`src/rtl/mult_store_if.sv`:
```
// mult_store_if
//   Groups the datapath signals of mult_store into one bundle.
//   layer2In  : shared unsigned activation
//   weightsIn : packed two's-complement weights, neuron 0 at the LSBs
//   sumOut    : packed signed accumulators, neuron 0 at the LSBs
//   satOut    : sticky per-neuron saturation flags
//   Handshake: none. There is no valid/ready pair. The block samples
//   layer2In/weightsIn on every rising clk edge while clr is low, and
//   sumOut/satOut are always valid register outputs.
//   modport master : the side that drives activations and weights
//   modport slave  : mult_store itself
interface mult_store_if #(
  parameter int N_NEURONS = 10,
  parameter int IN_W      = 3,
  parameter int WT_W      = 3,
  parameter int OUT_W     = 8
);
  logic [IN_W-1:0]            layer2In;
  logic [N_NEURONS*WT_W-1:0]  weightsIn;
  logic [N_NEURONS*OUT_W-1:0] sumOut;
  logic [N_NEURONS-1:0]       satOut;

  modport master (
    output layer2In,
    output weightsIn,
    input  sumOut,
    input  satOut
  );

  modport slave (
    input  layer2In,
    input  weightsIn,
    output sumOut,
    output satOut
  );
endinterface

```
`src/rtl/mult_store.sv`:
```
// mult_store
//   N_NEURONS parallel multiply-accumulate lanes sharing one activation.
//   Each rising clk edge adds layer2In (unsigned) * w_k (signed) into a
//   signed OUT_W accumulator. The sum saturates instead of wrapping, and a
//   sticky flag records that a lane has clamped.
//   Ports:
//     clk : rising-edge clock
//     clr : asynchronous active-high clear of all accumulators and flags
//     bus : mult_store_if.slave (layer2In, weightsIn in; sumOut, satOut out)
module mult_store #(
  parameter int N_NEURONS = 10,
  parameter int IN_W      = 3,
  parameter int WT_W      = 3,
  parameter int OUT_W     = 8
) (
  input logic         clk,
  input logic         clr,
  mult_store_if.slave bus
);

  // Exact product width: unsigned IN_W times signed WT_W.
  localparam int PW = IN_W + WT_W + 1;
  // Adder width is wide enough that neither the accumulator nor the product
  // overflows before the clamp is applied.
  localparam int SW = ((OUT_W > PW) ? OUT_W : PW) + 1;

  localparam logic signed [SW-1:0] SAT_MAX = SW'((64'd1 << (OUT_W - 1)) - 64'd1);
  localparam logic signed [SW-1:0] SAT_MIN = ~SAT_MAX;

  for (genvar k = 0; k < N_NEURONS; k++) begin : g_lane
    logic [WT_W-1:0]         w_raw;
    logic signed [PW-1:0]    a_ext;
    logic signed [PW-1:0]    w_ext;
    logic signed [PW-1:0]    prod;
    logic signed [SW-1:0]    sum_wide;
    logic signed [OUT_W-1:0] acc_q;
    logic signed [OUT_W-1:0] acc_d;
    logic                    sat_q;
    logic                    clamp;

    assign w_raw = bus.weightsIn[k*WT_W +: WT_W];
    // The activation is zero-extended and the weight sign-extended to the
    // full product width, so the PW-bit signed multiply is exact.
    assign a_ext = $signed({{(PW - IN_W){1'b0}}, bus.layer2In});
    assign w_ext = $signed({{(PW - WT_W){w_raw[WT_W-1]}}, w_raw});
    assign prod  = a_ext * w_ext;

    assign sum_wide = $signed({{(SW - OUT_W){acc_q[OUT_W-1]}}, acc_q})
                    + $signed({{(SW - PW){prod[PW-1]}}, prod});

    always_comb begin
      acc_d = sum_wide[OUT_W-1:0];
      clamp = 1'b0;
      if (sum_wide > SAT_MAX) begin
        acc_d = SAT_MAX[OUT_W-1:0];
        clamp = 1'b1;
      end else if (sum_wide < SAT_MIN) begin
        acc_d = SAT_MIN[OUT_W-1:0];
        clamp = 1'b1;
      end
    end

    always_ff @(posedge clk or posedge clr) begin
      if (clr) begin
        acc_q <= '0;
        sat_q <= 1'b0;
      end else begin
        acc_q <= acc_d;
        // The flag is sticky: only clr clears it.
        sat_q <= sat_q | clamp;
      end
    end

    assign bus.sumOut[k*OUT_W +: OUT_W] = acc_q;
    assign bus.satOut[k]                = sat_q;
  end

endmodule

```
`src/flat_wrapper.sv`:
```
// flat-port wrapper written by rule: the top's interface ports become plain ports
module mult_store_flat 
#(
  parameter int N_NEURONS = 10,
  parameter int IN_W      = 3,
  parameter int WT_W      = 3,
  parameter int OUT_W     = 8
)
  (clk, clr, bus_layer2In, bus_weightsIn, bus_sumOut, bus_satOut);
  mult_store_if #(.N_NEURONS(N_NEURONS), .IN_W(IN_W), .WT_W(WT_W), .OUT_W(OUT_W)) bus_i ();
  input logic clk;
  input logic clr;
  input wire logic [$bits(bus_i.layer2In)-1:0] bus_layer2In;
  input wire logic [$bits(bus_i.weightsIn)-1:0] bus_weightsIn;
  output wire logic [$bits(bus_i.sumOut)-1:0] bus_sumOut;
  output wire logic [$bits(bus_i.satOut)-1:0] bus_satOut;
  assign bus_i.layer2In = bus_layer2In;
  assign bus_i.weightsIn = bus_weightsIn;
  assign bus_sumOut = bus_i.sumOut;
  assign bus_satOut = bus_i.satOut;
  mult_store #(.N_NEURONS(N_NEURONS), .IN_W(IN_W), .WT_W(WT_W), .OUT_W(OUT_W)) u_core (.clk(clk), .clr(clr), .bus(bus_i));
endmodule
```
`config.mk`:
```
export PLATFORM = sky130hd
export DESIGN_NAME = mult_store_flat
export DESIGN_NICKNAME = d
export VERILOG_FILES = /design/src/rtl/mult_store_if.sv /design/src/rtl/mult_store.sv /design/src/flat_wrapper.sv
export SDC_FILE = /design/constraint.sdc
export NUM_CORES = 1
export LEC_CHECK = 0
export CAP_MARGIN = 0
export CORE_UTILIZATION = 58
export CTS_BUF_LIST = sky130_fd_sc_hd__clkbuf_4 sky130_fd_sc_hd__clkbuf_8
export DETAILED_ROUTE_END_ITERATION = 16
export PLACE_DENSITY = 0.84
export SYNTH_ARGS = -nofsm -noshare
export SYNTH_HDL_FRONTEND = slang
export SYNTH_SLANG_ARGS = --single-unit
```
`constraint.sdc`:
```
create_clock -name clk -period 3.9 [get_ports clk]
set_input_delay 0.78 -clock clk [delete_from_list [all_inputs] [get_ports clk]]
set_output_delay 0.78 -clock clk [all_outputs]
set_load 0.005 [all_outputs]
```
; ---- After elaboration in Yosys (flattened, before gate mapping)
; Index checks and enable logic that the tools add are counted.
[word_totals]
ff_bits = 90
in_bits = 35
wordCells = 110
[op_classes]
addsub = 10
multipliers = 10
n_lt_le_gt_ge = 20
mux = 40
n_bitwise = 10
[op_table]
columns = op, count
row1 = two-way mux 8 bit, 20
row2 = adder 8 x 7 -> 9 bit, 10
row3 = "> comparator 9 x 8 -> 1 bit, second input constant", 10
row4 = "less-than comparator 9 x 8 -> 1 bit, second input constant", 10
row5 = multiplier 4 x 3 -> 7 bit, 10
row6 = two-way mux 1 bit, 20
row7 = OR 1 bit, 10

; ---- Longest topological paths before layout
; Gate-level depths: netlist of run 1.
[depth]
word_depth = 6
mapped_depth = 14
depth_no_buf = 13

; ---- Worst setup path after synthesis of run 1
; Ideal clock, no wire load.
[synth_path]
kind = input-to-reg
start = input port bus_layer2In[1]
end = register u_core.g_lane[0].sat_q
setup_ns = 0.131
t_arrival_ns = 4.428
t_required_ns = 3.769
path_slack_ns = -0.659
stages = 13
cell_sequence = clkbuf_1 > nand2_1 > fa_1 > fa_1 > inv_1 > fa_1 > ha_1 > fa_1 > a211oi_2 > nor3_1 > or3b_4 > and2_0 > or3_1
[synth_via]
elab_chain_len = 6
[synth_rtl]
columns = item, line
row1 = start: declaration, flat_wrapper.sv:13  ; input wire logic [$bits(bus_i.layer2In)-1:0] bus_layer2In;
row2 = multiplier 4 x 3 -> 7 bit (*), mult_store.sv:46  ; assign prod = a_ext * w_ext;
row3 = adder 8 x 7 -> 9 bit (*), mult_store.sv:49  ; + $signed({{(SW - PW){prod[PW-1]}}, prod});
row4 = less-than comparator 9 x 8 -> 1 bit, mult_store.sv:57  ; end else if (sum_wide < SAT_MIN) begin
row5 = two-way mux 1 bit, mult_store.sv:57
row6 = two-way mux 1 bit (*), mult_store.sv:54  ; if (sum_wide > SAT_MAX) begin
row7 = OR 1 bit (*), mult_store.sv:70  ; sat_q <= sat_q | clamp;
row8 = end signal: assignment, mult_store.sv:70
row9 = end: declaration, mult_store.sv:38  ; logic sat_q;
; Every way passes the cells marked *; elsewhere a longest branch is shown, timed or not.

; ---- Worst setup path in the final report of run 1
[layout_path]
start = input port bus_layer2In[0]
end = register u_core.g_lane[0].sat_q
; The elaborated chain is that of the path after synthesis.

==> results_dict.tcl, run 1 <==
set metrics [dict create \
    path_clk_slew_ps 90 \
    grt_pass1_wl_mm 39.7 \
    drv_cap 0 \
    reg2reg_from "u_core.g_lane[0].acc_q[3]" \
    period_needed_ps 4290 \
    worstPathArrival_ps 4560 \
    grt_pass1_vias 8411 \
    slew_headroom_pct 49.9 \
    design_area_um2 12900 \
    synth_edf_count 0 \
    h-tree-depth 3 \
    r2r_end "u_core.g_lane[0].sat_q" \
    yosysWarningCount 0 \
    leakage_nw 6.64 \
    final_nets 1438 \
    fillers 879 \
    cts_buffers 9 \
    synth.yosys.seq_area_share_pct 24.3 \
    comb_power_share_pct 80.0 \
    grt_max_degree 57 \
    synth_ff_type "dfrtp_1" \
    period_share_pct 110 \
    path_class "in -> reg" \
    switching_share_pct 42.9 \
    finalClockSkew_ps 5.60 \
    total_power_w 0.0122 \
    syn-cell-area_um2 9270 \
    r2r_cells 10 \
    dpl.hpwl_mm 17.6 \
    p_int_w 0.00696 \
    rows 45 \
    worst_slack_ps -393 \
    async_flop_share_pct 100 \
    irDropWorstVdd_uv 775 \
    hold_class "reg -> reg" \
    insertion_delay_ps 380 \
    synth_cells 881 \
    syn_to_final_growth_pct 38.9 \
    p_per_area_nw_per_um2 947 \
    worstHoldStart "u_core.g_lane[0].sat_q" \
    grt_setup_unrepaired "true" \
    wl_per_cell_um 18.3 \
    ant_nets 0 \
    clkSinkCount 90 \
    ioPinCount 125 \
    place_area_um2 11900 \
    hold_ws_ps 477 \
    ctsHoldBuffers 0 \
    start_util_pct 60.1 \
    drive_gt1_share_pct 24.8 \
    critPathRequiredTime_ps 4170 \
    syn_nets 1156 \
    finalSetupViolations 81 \
    hold-path-endpoint "u_core.g_lane[0].sat_q" \
    switching_power_w 0.00523 \
    chipWidth_um 128 \
    pwr-share-clk_pct 5.4 \
    fmax_mhz 233 \
    violations "setup timing" \
    ys_types 53 \
    finalWeightedCongestion 0.859 \
    worstMarginPinSlew_ps 751 \
    cp_max_fo 4 \
    vias 7876 \
    grt_overflow 0 \
    dieArea_um2 16500 \
    min_path_cells 1 \
    p_seq_share_pct 14.6 \
    track_usage_pct 31.0 \
    fp.coreArea_um2 15400 \
    syn_area_per_cell_um2 10.5 \
    crit_start "bus_layer2In[0]" \
    cts_tree "built" \
    drv_slew 0 \
    avgViaCountPerCell 5.71 \
    ys_ff_latch 90 \
    postLayoutCoreUtil_pct 83.4 \
    end_kind "register" \
    rrSetupSlack_ps 710 \
    root_buffer "clkbuf_8" \
    antenna_found_initial 2 \
    startpoint_type "primary input" \
    hold_violations 0 \
    drc 0 \
    status "complete, but fails checks" \
    io_buffers 124 \
    drtIter0Drc 431 \
    wl_mm 25.3 \
    firstDrtPassIters 7 \
    die_h_um 128 \
    cts_buffer_depth 2 \
]
per-stage QoR:
step           setup slack (ps)  setup TNS [ps]  std cells
3_3_place_gp               -982          -77690       1325
2_1_floorplan              -412          -17460        881
6_report                   -393          -15060       1380
3_5_place_dp              -1060          -82150       1325
4_1_cts                    -249          -11330       1366
5_1_grt                    -496          -23190       1380
Yosys cell counts (all sizes together), types with 22 or more instances:
library cell | instances | share of area (%)
inv | 94 | 3.8
a21oi | 22 | 1.3
o21ai | 27 | 1.5
and2 | 47 | 3.2
nand2 | 27 | 1.1
a211oi | 23 | 2.0
nor2 | 47 | 2.1
ha | 170 | 23
dfrtp | 90 | 24
a21o | 90 | 7.3
fa | 70 | 15
routing by layer:
| metal | GRT usage (%) | up-vias | wire length (um) |
|---|---|---|---|
| li1 | - | 3673 | - |
| met1 | 37.6 | 3884 | 10300 |
| met2 | 53.7 | 244 | 12700 |
| met3 | 5.90 | 73 | 1360 |
| met4 | 13.9 | 2 | 929 |
| met5 | 0 | - | 13 |
state kept, by name, indices dropped and copies added, names as in the netlist:
register,cells
u_core.g_lane.sat_q,10
u_core.g_lane.acc_q,80
critical path, cell delays in order:
cell       delay (ps)
buf_12            110
buf_16            120
nand2b_4          140
fa_1              490
fa_1              510
inv_1              50
fa_1              460
ha_2              200
fa_2              390
a211oi_4          270
buf_4             150
o2111ai_2         120
or3b_4            270
buf_6             100
nor2_4             50
or3_1             330
power by group through the flow:
stage | Clock (W) | Combinational [W] | Sequential, W
2_1_floorplan | 0 | 0.00546 | 0.00177
3_3_place_gp | 0 | 0.00829 | 0.00179
3_5_place_dp | 0 | 0.00863 | 0.00180
4_1_cts | 0.000669 | 0.00925 | 0.00178
5_1_grt | 0.000703 | 0.0106 | 0.00184
6_report | 0.000656 | 0.00975 | 0.00178
layout by cell type (no fill, tap or decap), drive strengths merged, types with 9 or more instances in the layout:
master / count
clkbuf: 16
xor2: 10
or3: 10
nand2: 27
and2: 47
a21o: 90
clkdlybuf4s50: 91
a21oi: 22
fa: 70
inv: 94
clkdlybuf4s15: 9
dfrtp: 90
o21ai: 27
xnor2: 17
or4b: 9
nor3b: 17
buf: 166
nor2: 47
a211oi: 23
nand2b: 14
ha: 170
dlygate4sd2: 20
cell families after synthesis:
logic type	count (synthesis)	synth area share [%]
xor gates and xnor gates	27	2.55
and+or+nand+nor	204	13.0
AOI/OAI and AO/OA	204	16.8
buffers and inverters	113	4.98
adders and majority gates	240	38.1
muxes	3	0.324
DFF	90	24.3
worst max path at each step:
stage / end / slack, ps / depth (start not counted)
final: u_core.g_lane[0].sat_q / -390 / 16
after CTS: u_core.g_lane[0].sat_q / -250 / 14
after global placement: u_core.g_lane[5].sat_q / -980 / 14
after floorplan: u_core.g_lane[0].sat_q / -410 / 13
after detailed placement: u_core.g_lane[5].sat_q / -1060 / 14
after global routing: u_core.g_lane[0].sat_q / -500 / 16
what timing repair did:
action / 4_1_cts / 5_1_grt
gates cloned: 6 / 0
pin swaps: 67 / 55
gates resized for setup: 97 / 37
endpoints found under the setup margin: 90 / 84
buffers inserted: 19 / 14
area by class of cell:
type / count / area, um^2 / share of cell area [%]
inverters: 94 / 355 / 2.76
clock inverters: 1 / 7.51 / 0.0583
flip-flops and latches: 90 / 2250 / 17.5
repair buffers: 290 / 2780 / 21.6
clock buffers: 15 / 188 / 1.46
multi-input cells: 678 / 7030 / 54.6
well taps: 211 / 264 / 2.05
diodes: 1 / 2.50 / 0.0194
Note: power is estimated with default switching activity, not from simulation.
==> run 2: changes to the inputs <==
- GPL_ROUTABILITY_DRIVEN: default -> 1
==> results of run 2 <==
The final DEF is identical to that of run 1; final timing and power are the same.
==> run 3: changes to the inputs <==
- CORE_MARGIN: default -> 4
- CORE_UTILIZATION: 58 -> 39
- PLACE_DENSITY: 0.84 -> 0.6
==> run 3 against run 2 <==
Compared with the run above: the flow still finishes with violations (setup timing); maximum frequency rose by 4.3%; clock power rose by 3.7%; highest routed layer is now met4; clock skew rose by 2.8 ps; non-clock buffer count fell by 1; total power fell by 2.9%; sequential power barely moved; largest cell class unchanged; final area rose by 0.59%; cell count rose by 7.5%; first-iteration DRC count fell by 53%; sequential share of layout area fell by 0.10 points; wire length fell by 9.0%; critical endpoint unchanged; via count fell by 7.4%.
==> results_dict.tcl, run 3 (synthesis results as in run 1) <==
set metrics [dict create \
    cp_max_fo 6 \
    start_util_pct 39.6 \
    critPathRequiredTime_ps 4160 \
    drv_slew 0 \
    dpl.hpwl_mm 17.5 \
    h-tree-depth 3 \
    avgViaCountPerCell 4.91 \
    wl_mm 23.0 \
    p_per_area_nw_per_um2 915 \
    dieArea_um2 26300 \
    final_nets 1437 \
    chipWidth_um 162 \
    firstDrtPassIters 4 \
    grt_setup_unrepaired "true" \
    finalWeightedCongestion 0.813 \
    end_kind "register" \
    drc 0 \
    antenna_found_initial 0 \
    cts_buffers 9 \
    n_antenna_cell 0 \
    syn_to_final_growth_pct 39.7 \
    cts_buffer_depth 2 \
    root_buffer "clkbuf_8" \
    drtIter0Drc 203 \
    largest-register "u_core.g_lane.acc_q" \
    path_clk_slew_ps 90 \
    drive_gt1_share_pct 24.8 \
    grt_max_degree 61 \
    grt_pass1_wl_mm 38.3 \
    ioPinCount 125 \
    crit_start "bus_layer2In[0]" \
    path_class "in -> reg" \
    reg2reg_from "u_core.g_lane[0].acc_q[3]" \
    worstHoldStart "u_core.g_lane[5].sat_q" \
    leakage_nw 6.60 \
    violations "setup timing" \
    vias 7290 \
    hold_class "reg -> reg" \
    die_h_um 162 \
    dp_cells 1435 \
    layout_commonest_cell "ha_1" \
    clkSinkCount 90 \
    finalClockSkew_ps 8.39 \
    fmax_mhz 243 \
    final_cell_mix "ha_1, buf_4, clkdlybuf4s50_1" \
    finalSetupViolations 69 \
    total_power_w 0.0118 \
    largest_registers "u_core.g_lane.acc_q (80), u_core.g_lane.sat_q (10)" \
    period_share_pct 106 \
    track_usage_pct 18.0 \
    cts_tree "built" \
    io_buffers 124 \
    wl_per_cell_um 15.5 \
    startpoint_type "primary input" \
    fillers 2079 \
    period_needed_ps 4120 \
    grt_overflow 0 \
    worstMarginPinSlew_ps 844 \
    regArea_um2 2250 \
    grt_pass1_vias 7771 \
    rows 56 \
    status "complete, but fails checks" \
    stdcell_count 1484 \
    fp.coreArea_um2 23400 \
    drv_cap 0 \
    slew_headroom_pct 43.7 \
    multi_input_area_um2 7040 \
    largest_reg_flops 80 \
    hold_violations 0 \
    insertion_delay_ps 380 \
    worstPathArrival_ps 4370 \
    irDropWorstVdd_uv 391 \
    ant_nets 0 \
    worst_slack_ps -216 \
]
[run 3: path summary, 6_finish.rpt]
| kind | end | slack, ps | depth (start not counted) |
|---|---|---|---|
| worst min register to register | u_core.g_lane[5].sat_q | 480 | 1 |
| worst min-delay path | u_core.g_lane[5].sat_q | 480 | 1 |
| min in group asynchronous | u_core.g_lane[1].acc_q[5] | 920 | 2 |
| worst max-delay path | u_core.g_lane[0].sat_q | -220 | 14 |
| worst max register to register | u_core.g_lane[0].sat_q | 850 | 8 |
| max in group asynchronous | u_core.g_lane[8].sat_q | 2220 | 3 |
[run 3: report_power, final]
part           internal (W)  switching [W]  total, W
Combinational       0.00512        0.00426   0.00938
Clock              0.000323       0.000357  0.000680
Sequential          0.00145       0.000340   0.00179
Total               0.00688        0.00496    0.0118
[run 3: area by class of cell]
class,count,share of cell area (%)
Tap cell,319,3.08
Clock inverter,3,0.309
Multi-Input combinational cell,678,54.3
Timing Repair Buffer,289,21.0
Sequential cell,90,17.4
Clock buffer,11,1.17
Inverter,94,2.74
[run 3: what timing repair did]
action,CTS,global route
cloned,6,0
resized for setup,92,63
endpoints found under the setup margin,90,83
buffers inserted,24,10
hold buffers,0,0
pin swaps,68,43
[run 3: per-layer routing]
metal / track usage [%] / wire (um) / vias to the layer above / part of all wire (%)
met5: 0 / 0 / - / 0
met1: 24.6 / 11000 / 3517 / 48
li1: - / - / 3670 / -
met3: 2.64 / 656 / 16 / 2.9
met4: 3.84 / 232 / 0 / 1.0
met2: 30.7 / 11100 / 87 / 48
[run 3: critical path: stages]
cell and delay (ps):
buf_12 110, buf_12 130, nand2b_4 140, fa_1 450, fa_1 490, inv_1 50
fa_1 430, ha_2 200, fa_2 360, a211oi_2 260, nor3_1 70, or3b_4 410
and2_0 140, or3_1 340
[run 3: through the flow]
step	setup WS, ps	utilization, %	area (um^2)	hold slack, ps	TNS (ps)
finish	-216	55.3	12900	476	-6410
global route	-294	55.3	12900	499	-13720
CTS	-244	54.6	12800	483	-9090
global placement	-1020	51.5	12100	452	-79920
floorplan	-412	-	9510	440	-17460
detailed placement	-1080	51.5	12100	457	-83270
